## src/rtl/led_pkg.sv

```systemverilog
// Shared LED animation types: mode encodings seen by the control block, FSM states.
// Pure declarations; no latency, no flow control.
package led_pkg;

  typedef enum logic [1:0] {
    MODE_OFF    = 2'd0,
    MODE_BLINK  = 2'd1,
    MODE_RUN    = 2'd2,
    MODE_BOUNCE = 2'd3
  } led_mode_t;

  localparam logic [1:0] LED_MODE_OFF    = 2'd0;
  localparam logic [1:0] LED_MODE_BLINK  = 2'd1;
  localparam logic [1:0] LED_MODE_RUN    = 2'd2;
  localparam logic [1:0] LED_MODE_BOUNCE = 2'd3;

  typedef enum logic [2:0] {
    ST_IDLE   = 3'd0,
    ST_BLINK  = 3'd1,
    ST_RUN    = 3'd2,
    ST_BOUNCE = 3'd3,
    ST_FLASH  = 3'd4
  } led_state_t;

  function automatic led_state_t mode_state(input led_mode_t m);
    case (m)
      MODE_BLINK:  return ST_BLINK;
      MODE_RUN:    return ST_RUN;
      MODE_BOUNCE: return ST_BOUNCE;
      default:     return ST_IDLE;
    endcase
  endfunction

endpackage

```

## src/rtl/led_pattern_next.sv

```systemverilog
// One animation step for the given mode: combinational, zero latency, no flow control.
// Bounce flips direction on the step that lands on an end bit, so each end shows once.
module led_pattern_next
  import led_pkg::*;
#(
  parameter int LED_WIDTH = 16
) (
  input  logic [LED_WIDTH-1:0] pattern,
  input  led_mode_t            mode,
  input  logic                 dir_down,
  output logic [LED_WIDTH-1:0] pattern_next,
  output logic                 dir_down_next
);

  always_comb begin
    pattern_next  = pattern;
    dir_down_next = dir_down;
    case (mode)
      MODE_BLINK: pattern_next = ~pattern;
      MODE_RUN:   pattern_next = {pattern[LED_WIDTH-2:0], pattern[LED_WIDTH-1]};
      MODE_BOUNCE: begin
        if (!dir_down) begin
          pattern_next = pattern << 1;
          if (pattern_next[LED_WIDTH-1]) dir_down_next = 1'b1;
        end else begin
          pattern_next = pattern >> 1;
          if (pattern_next[0]) dir_down_next = 1'b0;
        end
      end
      default: ;
    endcase
  end

endmodule

```

## src/rtl/led_pattern_engine.sv

```systemverilog
// Tick-driven LED animator (blink/run/bounce) with a retriggerable status flash overlay.
// One-cycle latency from tick/mode_load/flash_req to led; never stalls, ticks during a load or flash request are dropped.
module led_pattern_engine
  import led_pkg::*;
#(
  parameter int LED_WIDTH   = 16,
  parameter int FLASH_COUNT = 3
) (
  input  logic                 clk,
  input  logic                 rst,
  input  logic                 tick,
  input  logic [1:0]           mode,
  input  logic                 mode_load,
  input  logic                 flash_req,
  input  logic [LED_WIDTH-1:0] flash_pattern,
  output logic [LED_WIDTH-1:0] led,
  output logic                 busy,
  output logic                 divider_en
);

  localparam int PW = $clog2(2*FLASH_COUNT+1);
  localparam logic [PW-1:0] PHASE_END = PW'(2*FLASH_COUNT);

  led_state_t           state_q, state_nxt;
  led_mode_t            saved_q, saved_nxt;
  logic [LED_WIDTH-1:0] led_q, led_nxt;
  logic [LED_WIDTH-1:0] fpat_q, fpat_nxt;
  logic [PW-1:0]        phase_q, phase_nxt, phase_inc;
  logic                 dir_q, dir_nxt;
  logic                 busy_q, busy_nxt;
  logic [LED_WIDTH-1:0] step_pat;
  logic                 step_dir;
  led_mode_t            mode_in;

  function automatic logic [LED_WIDTH-1:0] init_pattern(input led_mode_t m);
    case (m)
      MODE_OFF:   return '0;
      MODE_BLINK: return '1;
      default:    return LED_WIDTH'(1);
    endcase
  endfunction

  assign mode_in   = led_mode_t'(mode);
  assign phase_inc = phase_q + PW'(1);

  // Outside FLASH the state always mirrors saved_q, so it selects the step.
  led_pattern_next #(.LED_WIDTH(LED_WIDTH)) u_next (
    .pattern       (led_q),
    .mode          (saved_q),
    .dir_down      (dir_q),
    .pattern_next  (step_pat),
    .dir_down_next (step_dir)
  );

  always_ff @(posedge clk) begin
    if (rst) begin
      state_q <= ST_IDLE;
      saved_q <= MODE_OFF;
      led_q   <= '0;
      fpat_q  <= '0;
      phase_q <= '0;
      dir_q   <= 1'b0;
      busy_q  <= 1'b0;
    end else begin
      state_q <= state_nxt;
      saved_q <= saved_nxt;
      led_q   <= led_nxt;
      fpat_q  <= fpat_nxt;
      phase_q <= phase_nxt;
      dir_q   <= dir_nxt;
      busy_q  <= busy_nxt;
    end
  end

  always_comb begin
    state_nxt = state_q;
    saved_nxt = saved_q;
    led_nxt   = led_q;
    fpat_nxt  = fpat_q;
    phase_nxt = phase_q;
    dir_nxt   = dir_q;
    busy_nxt  = busy_q;

    if (mode_load) saved_nxt = mode_in;

    if (flash_req) begin
      state_nxt = ST_FLASH;
      fpat_nxt  = flash_pattern;
      led_nxt   = flash_pattern;
      phase_nxt = '0;
      busy_nxt  = 1'b1;
    end else if (mode_load) begin
      if (state_q != ST_FLASH) begin
        state_nxt = mode_state(mode_in);
        led_nxt   = init_pattern(mode_in);
        dir_nxt   = 1'b0;
      end
    end else if (tick) begin
      if (state_q == ST_FLASH) begin
        phase_nxt = phase_inc;
        // Odd phases are the dark half of each on/off pair.
        led_nxt   = phase_inc[0] ? '0 : fpat_q;
        if (phase_inc == PHASE_END) begin
          state_nxt = mode_state(saved_q);
          led_nxt   = init_pattern(saved_q);
          dir_nxt   = 1'b0;
          phase_nxt = '0;
          busy_nxt  = 1'b0;
        end
      end else if (state_q != ST_IDLE) begin
        led_nxt = step_pat;
        dir_nxt = step_dir;
      end
    end
  end

  assign led        = led_q;
  assign busy       = busy_q;
  assign divider_en = (state_q != ST_IDLE);

endmodule

```

## config.mk

```make
export PLATFORM = sky130hd
export DESIGN_NAME = led_pattern_engine
export DESIGN_NICKNAME = d
export VERILOG_FILES = /design/src/rtl/led_pkg.sv /design/src/rtl/led_pattern_next.sv /design/src/rtl/led_pattern_engine.sv
export SDC_FILE = /design/constraint.sdc
export NUM_CORES = 1
export LEC_CHECK = 0
export BUFFER_PORTS_ARGS = -buffer_cell sky130_fd_sc_hd__buf_2
export CAP_MARGIN = 20
export CORE_AREA = 2 2 96 98
export CTS_CLUSTER_SIZE = 16
export DETAILED_ROUTE_END_ITERATION = 8
export DIE_AREA = 0 0 98 100
export GPL_TIMING_DRIVEN = 0
export HOLD_SLACK_MARGIN = 0.05
export PLACE_DENSITY = 0.56
export SLEW_MARGIN = 20
export SYNTH_ARGS = -nofsm -noshare
export SYNTH_HDL_FRONTEND = slang
export SYNTH_HIERARCHICAL = 1
export SYNTH_SLANG_ARGS = --single-unit
```

## constraint.sdc

```tcl
create_clock -name clk -period 2.6 [get_ports clk]
set_input_delay 0.65 -clock clk [delete_from_list [all_inputs] [get_ports clk]]
set_output_delay 0.65 -clock clk [all_outputs]
set_load 0.02 [all_outputs]
```

==> impl_metrics.yaml, run 1 <==
yosys:
  postSynthAreaPerCell_um2: 9.09
  synthCells: 272
  synth.yosys.seq_area_share: 0.340
  syn-num-nets: 297
  synth-seq-cells: 42
  postSynth.topFlopCell: "sky130_fd_sc_hd__dfxtp_1"
  post_synth_design_cell_area_mm2: 0.00247
  ys.warnings.count: 6
  synth_edf_count: 0
  synth-async-reset-ratio: 0
  yosys.cell_types.count: 44
cells_and_area:
  share_of_post_route_cells_with_drive_strength_above_1: 0.226
  fillers: 940
  nNetsFinal: 343
  area_delta_synth_final_pct: 17.2
  post_layout_nonfiller_instances: 430
  num_antenna_cells: 0
global_route:
  grt_use_total: 0.149
  grt_antenna_before_repair: 0
  grt_max_degree: 13
  grt.overflow.total: 0
  via_count_of_the_first_global_routing_pass: 2273
  wire_length_of_the_first_global_routing_pass_mm: 11.7
drt:
  vias: 2211
  drtPass1Iterations: 4
  route.detailed.drc: 0
  postRouteWirelength_mm: 7.13
  drt-vias-per-instance: 5.14
  drt_iter0_drc: 136
  drt.antenna.violating_nets: 0
  wire_per_inst_um: 16.6
pwr:
  clkPwrFrac: 0.290
  power.combinational.fraction: 0.229
  netSwitchingPower_w: 0.000480
  power_per_cell_area_mw_per_mm2: 529
  vdd_ir_drop_max_mv: 0.214
  p_leak_nw: 1.24
  sequentialPowerShare: 0.481
  switching_fraction: 0.313
  power.internal_w: 0.00105
floorplanning:
  pin_count: 41
  core.rowCount: 35
  dieHeight_um: 100
  core-area_mm2: 0.00889
  dieArea_mm2: 0.00980
  floorplan.initialDensity: 0.278
  die-width_um: 98
worst_setup_path:
  setup_crit_end_kind: "register"
  startpoint_class_of_the_critical_path: "register"
  worstPathArrival_ns: 2.32
  crit_type: "reg2reg"
  timing.critical_path.fanout_max: 10
  worstPathRequired_ns: 2.77
timing:
  totalNegativeSetupSlack_ns: 0
  worst_hold_slack_ns: 0.485
  unrepaired_setup_endpoints_after_global_routing: "no"
  timing.slew.headroom: 0.510
  timing.fmax_ghz: 0.465
  fin_crit_ns: 2.15
  timing_max_transition_violations_final: 0
  clock_skew_ns: 0.00845
  timing.final.hold_violations: 0
  final_setup_violations: 0
  slew_of_the_pin_with_the_lowest_slew_margin_ns: 0.736
  final_min_period_over_clock_period: 0.827
cts:
  post_cts_clock_slew_at_the_launch_and_capture_registers_of_the_worst_setup_and_hold_paths_ns: 0.09
  insertion_delay_ns: 0.29
  hold_fix_buffers_cts: 0
  cts_tree: "built"
  cts_inserted_buffers: 5
  cts.path.max_buffers: 2
  clk_root_buffer_cell: "sky130_fd_sc_hd__clkbuf_8"
  cts.repair_timing.setup_buffer_count: 0
  htreeDepth: 2
  cts_repair_resize_count: 0
  clock_sink_count: 42
min_path:
  min-delay-path-class: "reg2reg"
job:
  drv.max_cap_violation_count: 0
placed_design:
  io_buffers: 39
  placed_cells: 422
  gp_congestion: 0.832
  hpwlAfterDp_mm: 5.15
status:
  status: "complete, no violations"
## power groups by stage
| stage | combinational [W] | sequential (W) | clock (W) |
|---|---|---|---|
| 4_1_cts | 0.000352 | 0.000737 | 0.000455 |
| 3_5_place_dp | 0.000351 | 0.000753 | 0 |
| 2_1_floorplan | 0.000223 | 0.000764 | 0 |
| 5_1_grt | 0.000385 | 0.000744 | 0.000485 |
| 3_3_place_gp | 0.000346 | 0.000752 | 0 |
| 6_report | 0.000352 | 0.000737 | 0.000445 |
## worst max-delay path, cell delays in order (launching register included)
cell,delay (ns)
sky130_fd_sc_hd__dfxtp_1,0.44
sky130_fd_sc_hd__ha_1,0.24
sky130_fd_sc_hd__xor2_1,0.23
sky130_fd_sc_hd__nand2_2,0.17
sky130_fd_sc_hd__and3_1,0.21
sky130_fd_sc_hd__buf_4,0.16
sky130_fd_sc_hd__buf_6,0.15
sky130_fd_sc_hd__a221oi_1,0.31
sky130_fd_sc_hd__o31ai_1,0.11
## cell usage after synthesis (all sizes together) (4+ instances only)
cell type / instances / area, um2
a221oi: 15 / 131
dfxtp: 42 / 841
nand2: 17 / 68.8
xnor2: 15 / 131
nor3: 11 / 55.1
o31ai: 7 / 52.6
a21oi: 14 / 73.8
clkbuf: 8 / 30.0
a31oi: 4 / 25.0
or3: 10 / 65.1
o21ai: 14 / 77.6
buf: 12 / 104
mux2i: 45 / 450
nor2: 28 / 108
inv: 5 / 18.8
## stage by stage
step | setup slack [ns] | total power [W] | instance area (um2) | util
after global routing | 0.264 | 0.00161 | 2900 | 0.326
final | 0.451 | 0.00153 | 2900 | 0.326
after global placement | 0.268 | 0.00110 | 2810 | 0.316
after floorplan | 0.696 | 0.000987 | 2470 | -
after detailed placement | 0.276 | 0.00110 | 2810 | 0.316
after CTS | 0.456 | 0.00154 | 2900 | 0.326
## logic make-up after synthesis
kind of cell	count (synthesis)	share of synthesized area
adders and majority gates	2	0.0101
buffers and inverters	25	0.0617
and+or+nand+nor	78	0.161
xor gates and xnor gates	17	0.0602
DFF	42	0.340
muxes	45	0.182
AOI/OAI and AO/OA	63	0.185
## area by class of cell
type / count / area, um2 / area share
inverter: 5 / 18.8 / 0.00648
multi-input combinational: 205 / 1480 / 0.510
timing repair buffer: 39 / 195 / 0.0674
buffer: 20 / 134 / 0.0462
tap: 111 / 139 / 0.0479
sequential: 42 / 841 / 0.290
clock inverter: 1 / 5.00 / 0.00173
clock buffer: 7 / 86.3 / 0.0298
## flip-flops by register name (all words and copies together), names as in the netlist
signal,count
led,16
dir_q,1
saved_q,2
busy,1
state_q,3
fpat_q,16
phase_q,3
## metal layers
layer / vias to the layer above / global-route usage / share of wire
met5: - / 0 / 0
met2: 66 / 0.248 / 0.46
met3: 6 / 0.0251 / 0.055
met1: 1060 / 0.204 / 0.47
met4: 0 / 0.0321 / 0.010
li1: 1079 / - / -
## path summary, 6_finish.rpt
| path | start | to | slack, ns | depth (start not counted) |
|---|---|---|---|---|
| setup / recovery | phase_q[0] | led[5] | 0.45 | 8 |
| hold / removal | fpat_q[0] | fpat_q[0] | 0.49 | 2 |
| setup reg to reg | phase_q[0] | led[5] | 0.45 | 8 |
| hold reg to reg | fpat_q[0] | fpat_q[0] | 0.49 | 2 |
## cell usage in the layout (no fill, tap or decap), drive strengths merged, types with 2 or more instances in the layout
cell	n
nor3	11
dfxtp	42
or3	10
clkbuf	15
inv	5
a31oi	4
ha	2
and2	2
buf	51
nand2	17
xnor2	15
a211oi	2
a21oi	14
nor2	28
xor2	2
o31ai	7
a221oi	15
mux2i	45
o21ai	14
or2	2
Note: power is estimated with default switching activity, not from simulation.
==> run 2, diff against run 1 <==
--- a/config.mk
+++ b/config.mk
@@ -13,7 +13,7 @@
 export DIE_AREA = 0 0 98 100
 export GPL_TIMING_DRIVEN = 0
 export HOLD_SLACK_MARGIN = 0.05
-export PLACE_DENSITY = 0.56
+export PLACE_DENSITY = 0.57
 export SLEW_MARGIN = 20
 export SYNTH_ARGS = -nofsm -noshare
 export SYNTH_HDL_FRONTEND = slang
==> constraint.sdc (replaced) <==
create_clock -name clk -period 1.94 [get_ports clk]
set_input_delay 0.485 -clock clk [delete_from_list [all_inputs] [get_ports clk]]
set_output_delay 0.485 -clock clk [all_outputs]
set_load 0.02 [all_outputs]
==> impl_metrics.yaml, run 2 (synthesis gave the netlist of run 1 again) <==
cts:
  cts_inserted_buffers: 5
  cts_tree: "built"
  hold_fix_buffers_cts: 0
  cts.path.max_buffers: 2
  insertion_delay_ns: 0.30
  post_cts_clock_slew_at_the_launch_and_capture_registers_of_the_worst_setup_and_hold_paths_ns: 0.08
  htreeDepth: 2
  clk_root_buffer_cell: "sky130_fd_sc_hd__clkbuf_8"
  clock_sink_count: 42
floorplanning:
  core-area_mm2: 0.00889
  dieArea_mm2: 0.00980
  floorplan.initialDensity: 0.278
  core.rowCount: 35
  dieHeight_um: 100
  die-width_um: 98
  pin_count: 41
placed_design:
  preCtsSetupSlack_ns: -0.241
  io_buffers: 39
  gp_congestion: 0.786
  hpwlAfterDp_mm: 5.07
  placed_cells: 422
worst_setup_path:
  startpoint_class_of_the_critical_path: "register"
  timing.critical_path.fanout_max: 10
  crit_type: "reg2reg"
  worstPathArrival_ns: 2.03
  worstPathRequired_ns: 2.11
  setup_crit_end_kind: "register"
cells_and_area:
  final_cell_mix: "sky130_fd_sc_hd__mux2i_1, sky130_fd_sc_hd__buf_2, sky130_fd_sc_hd__dfxtp_1"
  fillers: 956
  multi_input_gate_area_mm2: 0.00154
  area_delta_synth_final_pct: 21.1
  num_antenna_cells: 0
  mostFrequentLayoutCell: "sky130_fd_sc_hd__mux2i_1"
  regArea_um2: 847
  nNetsFinal: 344
  post_layout_nonfiller_instances: 430
  share_of_post_route_cells_with_drive_strength_above_1: 0.266
global_route:
  grt_max_degree: 13
  wire_length_of_the_first_global_routing_pass_mm: 11.6
  via_count_of_the_first_global_routing_pass: 2219
  grt.overflow.total: 0
  grt_use_total: 0.150
  grt_antenna_before_repair: 0
drt:
  drt_iter0_drc: 114
  route.detailed.drc: 0
  vias: 2210
  drt.antenna.violating_nets: 0
  postRouteWirelength_mm: 7.26
  drt-vias-per-instance: 5.14
  drtPass1Iterations: 4
  wire_per_inst_um: 16.9
timing:
  timing.final.hold_violations: 0
  final_min_period_over_clock_period: 0.958
  clock_skew_ns: 0.00704
  slew_of_the_pin_with_the_lowest_slew_margin_ns: 0.633
  worst_slack_ns: 0.0811
  timing.fmax_ghz: 0.538
  timing.slew.headroom: 0.578
  final_setup_violations: 0
  fin_crit_ns: 1.86
  timing_max_transition_violations_final: 0
pwr:
  power_per_cell_area_mw_per_mm2: 731
  power.combinational.fraction: 0.220
  p_leak_nw: 1.28
  clkPwrFrac: 0.329
  netSwitchingPower_w: 0.000651
  report.power.total_w: 0.00219
  switching_fraction: 0.297
  vdd_ir_drop_max_mv: 0.366
  power.internal_w: 0.00154
  sequentialPowerShare: 0.451
job:
  drv.max_cap_violation_count: 0
min_path:
  min-delay-path-class: "in2reg"
status:
  status: "complete, no violations"
## run 2: metal layers
| layer | track usage | up-vias | part of all wire |
|---|---|---|---|
| met3 | 0.0258 | 7 | 0.041 |
| met2 | 0.249 | 51 | 0.47 |
| li1 | - | 1088 | - |
| met4 | 0.0406 | 0 | 0.011 |
| met5 | 0 | - | 0 |
| met1 | 0.202 | 1064 | 0.47 |
## run 2: stage by stage
stage | hold slack [ns] | area, um2 | utilization | setup TNS [ns]
6_report | 0.433 | 2990 | 0.337 | 0
5_1_grt | 0.430 | 2990 | 0.337 | -0.00854
4_1_cts | 0.426 | 2940 | 0.331 | 0
3_5_place_dp | 0.457 | 2810 | 0.316 | -3.53
3_3_place_gp | 0.458 | 2810 | 0.316 | -2.93
2_1_floorplan | 0.445 | 2470 | - | 0
## run 2: cell type report
| class | count | area share |
|---|---|---|
| inverters | 5 | 0.00627 |
| plain buffers | 20 | 0.0460 |
| well taps | 111 | 0.0464 |
| multi-input cells | 205 | 0.513 |
| flip-flops and latches | 42 | 0.283 |
| repair buffers | 40 | 0.0677 |
| clock inverters | 1 | 0.0100 |
| clock buffers | 6 | 0.0276 |
## run 2: final timing paths
kind	from	to	slack [ns]	cells past startpoint
max	phase_q[0]	led[5]	0.08	8
max reg2reg	phase_q[0]	led[5]	0.08	8
min reg2reg	fpat_q[0]	fpat_q[0]	0.47	2
min	flash_pattern[10]	fpat_q[10]	0.43	3
## run 2: what timing repair did
item / in CTS / in global routing
buffers inserted: 1 / 0
setup endpoints to repair: 15 / 18
pin swaps: 2 / 1
cloned: 0 / 0
hold endpoints to repair: 0 / 0
resized for setup: 4 / 14
## run 2: power by group through the flow
stage | clock (W) | sequential [W] | combinational [W]
finish | 0.000721 | 0.000987 | 0.000481
global route | 0.000772 | 0.000997 | 0.000526
CTS | 0.000736 | 0.000987 | 0.000473
detailed placement | 0 | 0.00101 | 0.000470
global placement | 0 | 0.00101 | 0.000465
floorplan | 0 | 0.00102 | 0.000299
## run 2: critical path, stage by stage, from the launching register on
cell and delay [ns]:
sky130_fd_sc_hd__dfxtp_4 0.40, sky130_fd_sc_hd__ha_4 0.17, sky130_fd_sc_hd__xor2_2 0.17, sky130_fd_sc_hd__nand2_2 0.09, sky130_fd_sc_hd__and3_1 0.18, sky130_fd_sc_hd__buf_4 0.16, sky130_fd_sc_hd__buf_6 0.15, sky130_fd_sc_hd__a221oi_1 0.30
sky130_fd_sc_hd__o31ai_1 0.11
==> run 3, diff against run 2 <==
--- a/config.mk
+++ b/config.mk
@@ -5,15 +5,16 @@
 export SDC_FILE = /design/constraint.sdc
 export NUM_CORES = 1
 export LEC_CHECK = 0
+export ABC_AREA = 1
 export BUFFER_PORTS_ARGS = -buffer_cell sky130_fd_sc_hd__buf_2
 export CAP_MARGIN = 20
-export CORE_AREA = 2 2 96 98
+export CORE_AREA = 2 2 108 110
 export CTS_CLUSTER_SIZE = 16
 export DETAILED_ROUTE_END_ITERATION = 8
-export DIE_AREA = 0 0 98 100
+export DIE_AREA = 0 0 110 112
 export GPL_TIMING_DRIVEN = 0
 export HOLD_SLACK_MARGIN = 0.05
-export PLACE_DENSITY = 0.57
+export PLACE_DENSITY = 0.56
 export SLEW_MARGIN = 20
 export SYNTH_ARGS = -nofsm -noshare
 export SYNTH_HDL_FRONTEND = slang
==> impl_metrics.yaml, run 3 <==
pwr:
  netSwitchingPower_w: 0.000766
  switching_fraction: 0.320
  clkPwrFrac: 0.343
  p_leak_nw: 1.92
  power.internal_w: 0.00163
  sequentialPowerShare: 0.416
  power_per_cell_area_mw_per_mm2: 654
  power.combinational.fraction: 0.241
  vdd_ir_drop_max_mv: 0.327
yosys:
  post_synth_design_cell_area_mm2: 0.00315
  synth_area_leader_cell: "sky130_fd_sc_hd__dfxtp_1"
  yosys.area_share.xor_xnor: 0
  ys.warnings.count: 6
  synth-async-reset-ratio: 0
  synth.area.top_cells: "sky130_fd_sc_hd__dfxtp_1, sky130_fd_sc_hd__nand2_1, sky130_fd_sc_hd__nand3_1, sky130_fd_sc_hd__inv_1, sky130_fd_sc_hd__nor2_1"
  synthMostInstantiatedCell: "sky130_fd_sc_hd__nand2_1"
  simple_gate_share_of_the_synthesized_area: 0.467
  synth-compound-area-share: 0.0803
  postSynthAreaPerCell_um2: 5.82
  synth-seq-cells: 42
  synth_top_cells_by_count: "sky130_fd_sc_hd__nand2_1, sky130_fd_sc_hd__nand3_1, sky130_fd_sc_hd__inv_1"
  postSynth.topFlopCell: "sky130_fd_sc_hd__dfxtp_1"
  share_of_synthesized_cell_area_in_full_adder_half_adder_and_majority_cells: 0.00795
  synth.yosys.seq_area_share: 0.267
  post-synth-top-area-fraction: 0.267
  yosys.cell_types.count: 31
  proportion_of_synthesized_area_in_mux_cells: 0
  combinational_family_with_the_most_area_after_synthesis: "simple AND/OR/NAND/NOR gates"
  syn-num-nets: 566
  synthCells: 541
  synth_edf_count: 0
floorplanning:
  pin_count: 41
  core-area_mm2: 0.0112
  dieArea_mm2: 0.0123
  die-width_um: 110
  core.rowCount: 39
  dieHeight_um: 112
  floorplan.initialDensity: 0.282
timing:
  worst_hold_slack_ns: 0.454
  fin_crit_ns: 1.72
  totalNegativeSetupSlack_ns: 0
  final_setup_violations: 0
  timing.slew.headroom: 0.646
  unrepaired_setup_endpoints_after_global_routing: "no"
  slew_of_the_pin_with_the_lowest_slew_margin_ns: 0.531
  clock_skew_ns: 0.00310
  final_min_period_over_clock_period: 0.888
  timing_max_transition_violations_final: 0
  timing.final.hold_violations: 0
  timing.fmax_ghz: 0.580
worst_setup_path:
  setup_crit_end_kind: "register"
  worst_r2r_path_depth: 12
  r2r_slack_ns: 0.22
  crit_type: "reg2reg"
  timing.critical_path.fanout_max: 10
  worstPathRequired_ns: 2.11
  worstPathArrival_ns: 1.90
  startpoint_class_of_the_critical_path: "register"
cells_and_area:
  area_delta_synth_final_pct: 16.3
  nNetsFinal: 611
  num_antenna_cells: 0
  final_cell_mix: "sky130_fd_sc_hd__nand2_1, sky130_fd_sc_hd__nand3_1, sky130_fd_sc_hd__inv_1"
  fillers: 1258
  mostFrequentLayoutCell: "sky130_fd_sc_hd__nand2_1"
  share_of_post_route_cells_with_drive_strength_above_1: 0.149
cts:
  clock_sink_count: 42
  post_cts_clock_slew_at_the_launch_and_capture_registers_of_the_worst_setup_and_hold_paths_ns: 0.06
  cts.path.max_buffers: 2
  cts_repair_resize_count: 0
  clk_root_buffer_cell: "sky130_fd_sc_hd__clkbuf_16"
  cts.repair_timing.setup_buffer_count: 0
  hold_fix_buffers_cts: 0
  cts_tree: "built"
  cts_inserted_buffers: 5
  insertion_delay_ns: 0.28
  htreeDepth: 2
min_path:
  min_delay_path_depth: 1
  min-delay-path-class: "reg2reg"
drt:
  drt.antenna.violating_nets: 0
  postRouteWirelength_mm: 9.40
  drtPass1Iterations: 5
  drt-vias-per-instance: 4.58
  wire_per_inst_um: 12.9
  drt_iter0_drc: 204
  vias: 3332
  route.detailed.drc: 0
global_route:
  grt_antenna_before_repair: 0
  grt.overflow.total: 0
  grt_use_total: 0.158
  grt_max_degree: 12
  via_count_of_the_first_global_routing_pass: 3177
  wire_length_of_the_first_global_routing_pass_mm: 15.5
placed_design:
  io_buffers: 38
  hpwlAfterDp_mm: 7.44
  gp_congestion: 0.866
job:
  drv.max_cap_violation_count: 0
status:
  status: "complete, no violations"
[run 3: worst max-delay path: stages, from the launching register on]
cell                      delay [ns]
sky130_fd_sc_hd__dfxtp_1        0.53
sky130_fd_sc_hd__inv_1          0.20
sky130_fd_sc_hd__buf_4          0.22
sky130_fd_sc_hd__nand3_1        0.07
sky130_fd_sc_hd__nand2_1        0.05
sky130_fd_sc_hd__inv_1          0.04
sky130_fd_sc_hd__nand3_1        0.09
sky130_fd_sc_hd__nand3_1        0.12
sky130_fd_sc_hd__nand2_2        0.05
sky130_fd_sc_hd__inv_1          0.05
sky130_fd_sc_hd__nand3_1        0.06
sky130_fd_sc_hd__nand2_1        0.09
sky130_fd_sc_hd__a21oi_2        0.05
[run 3: logic make-up after synthesis]
group                    count (synthesis)
AND/OR/NAND/NOR                        332
buffers and inverters                  122
adder cells (fa/ha/maj)                  2
AO/OA/AOI/OAI                           43
flip-flops                              42
[run 3: power groups by stage]
stage	combinational [W]	sequential [W]	clock, W
2_1_floorplan	0.000378	0.00103	0
3_3_place_gp	0.000572	0.00101	0
3_5_place_dp	0.000578	0.00102	0
4_1_cts	0.000582	0.000996	0.000840
5_1_grt	0.000653	0.00100	0.000874
6_report	0.000577	0.000995	0.000821
[run 3: metal layers]
| layer | GRT usage | vias up | routed length, um |
|---|---|---|---|
| met2 | 0.265 | 81 | 4470 |
| met1 | 0.209 | 1470 | 4370 |
| li1 | - | 1776 | - |
| met4 | 0.0422 | 0 | 72 |
| met3 | 0.0240 | 5 | 491 |
| met5 | 0 | - | 0 |
[run 3: path summary, 6_finish.rpt]
path / from / end
max: saved_q[1] / led[5]
min: fpat_q[12] / fpat_q[12]
max reg2reg: saved_q[1] / led[5]
min reg2reg: fpat_q[12] / fpat_q[12]
[run 3: per-stage QoR]
stage / std cells / worst slack [ns] / total power, W / instance area (um2) / utilization
global route: 728 / 0.0394 / 0.00253 / 3660 / 0.328
CTS: 728 / 0.195 / 0.00242 / 3660 / 0.327
floorplan: 541 / 0.467 / 0.00141 / 3150 / -
global placement: 722 / 0.229 / 0.00159 / 3520 / 0.315
detailed placement: 722 / 0.216 / 0.00159 / 3520 / 0.315
finish: 728 / 0.217 / 0.00239 / 3660 / 0.328
[run 3: layout make-up]
class	instances	area, um2	area share
Sequential cell	42	841	0.230
Timing Repair Buffer	38	190	0.0520
Clock buffer	6	139	0.0379
Tap cell	143	179	0.0489
Buffer	30	213	0.0581
Multi-Input combinational cell	377	1750	0.479
Inverter	92	345	0.0944
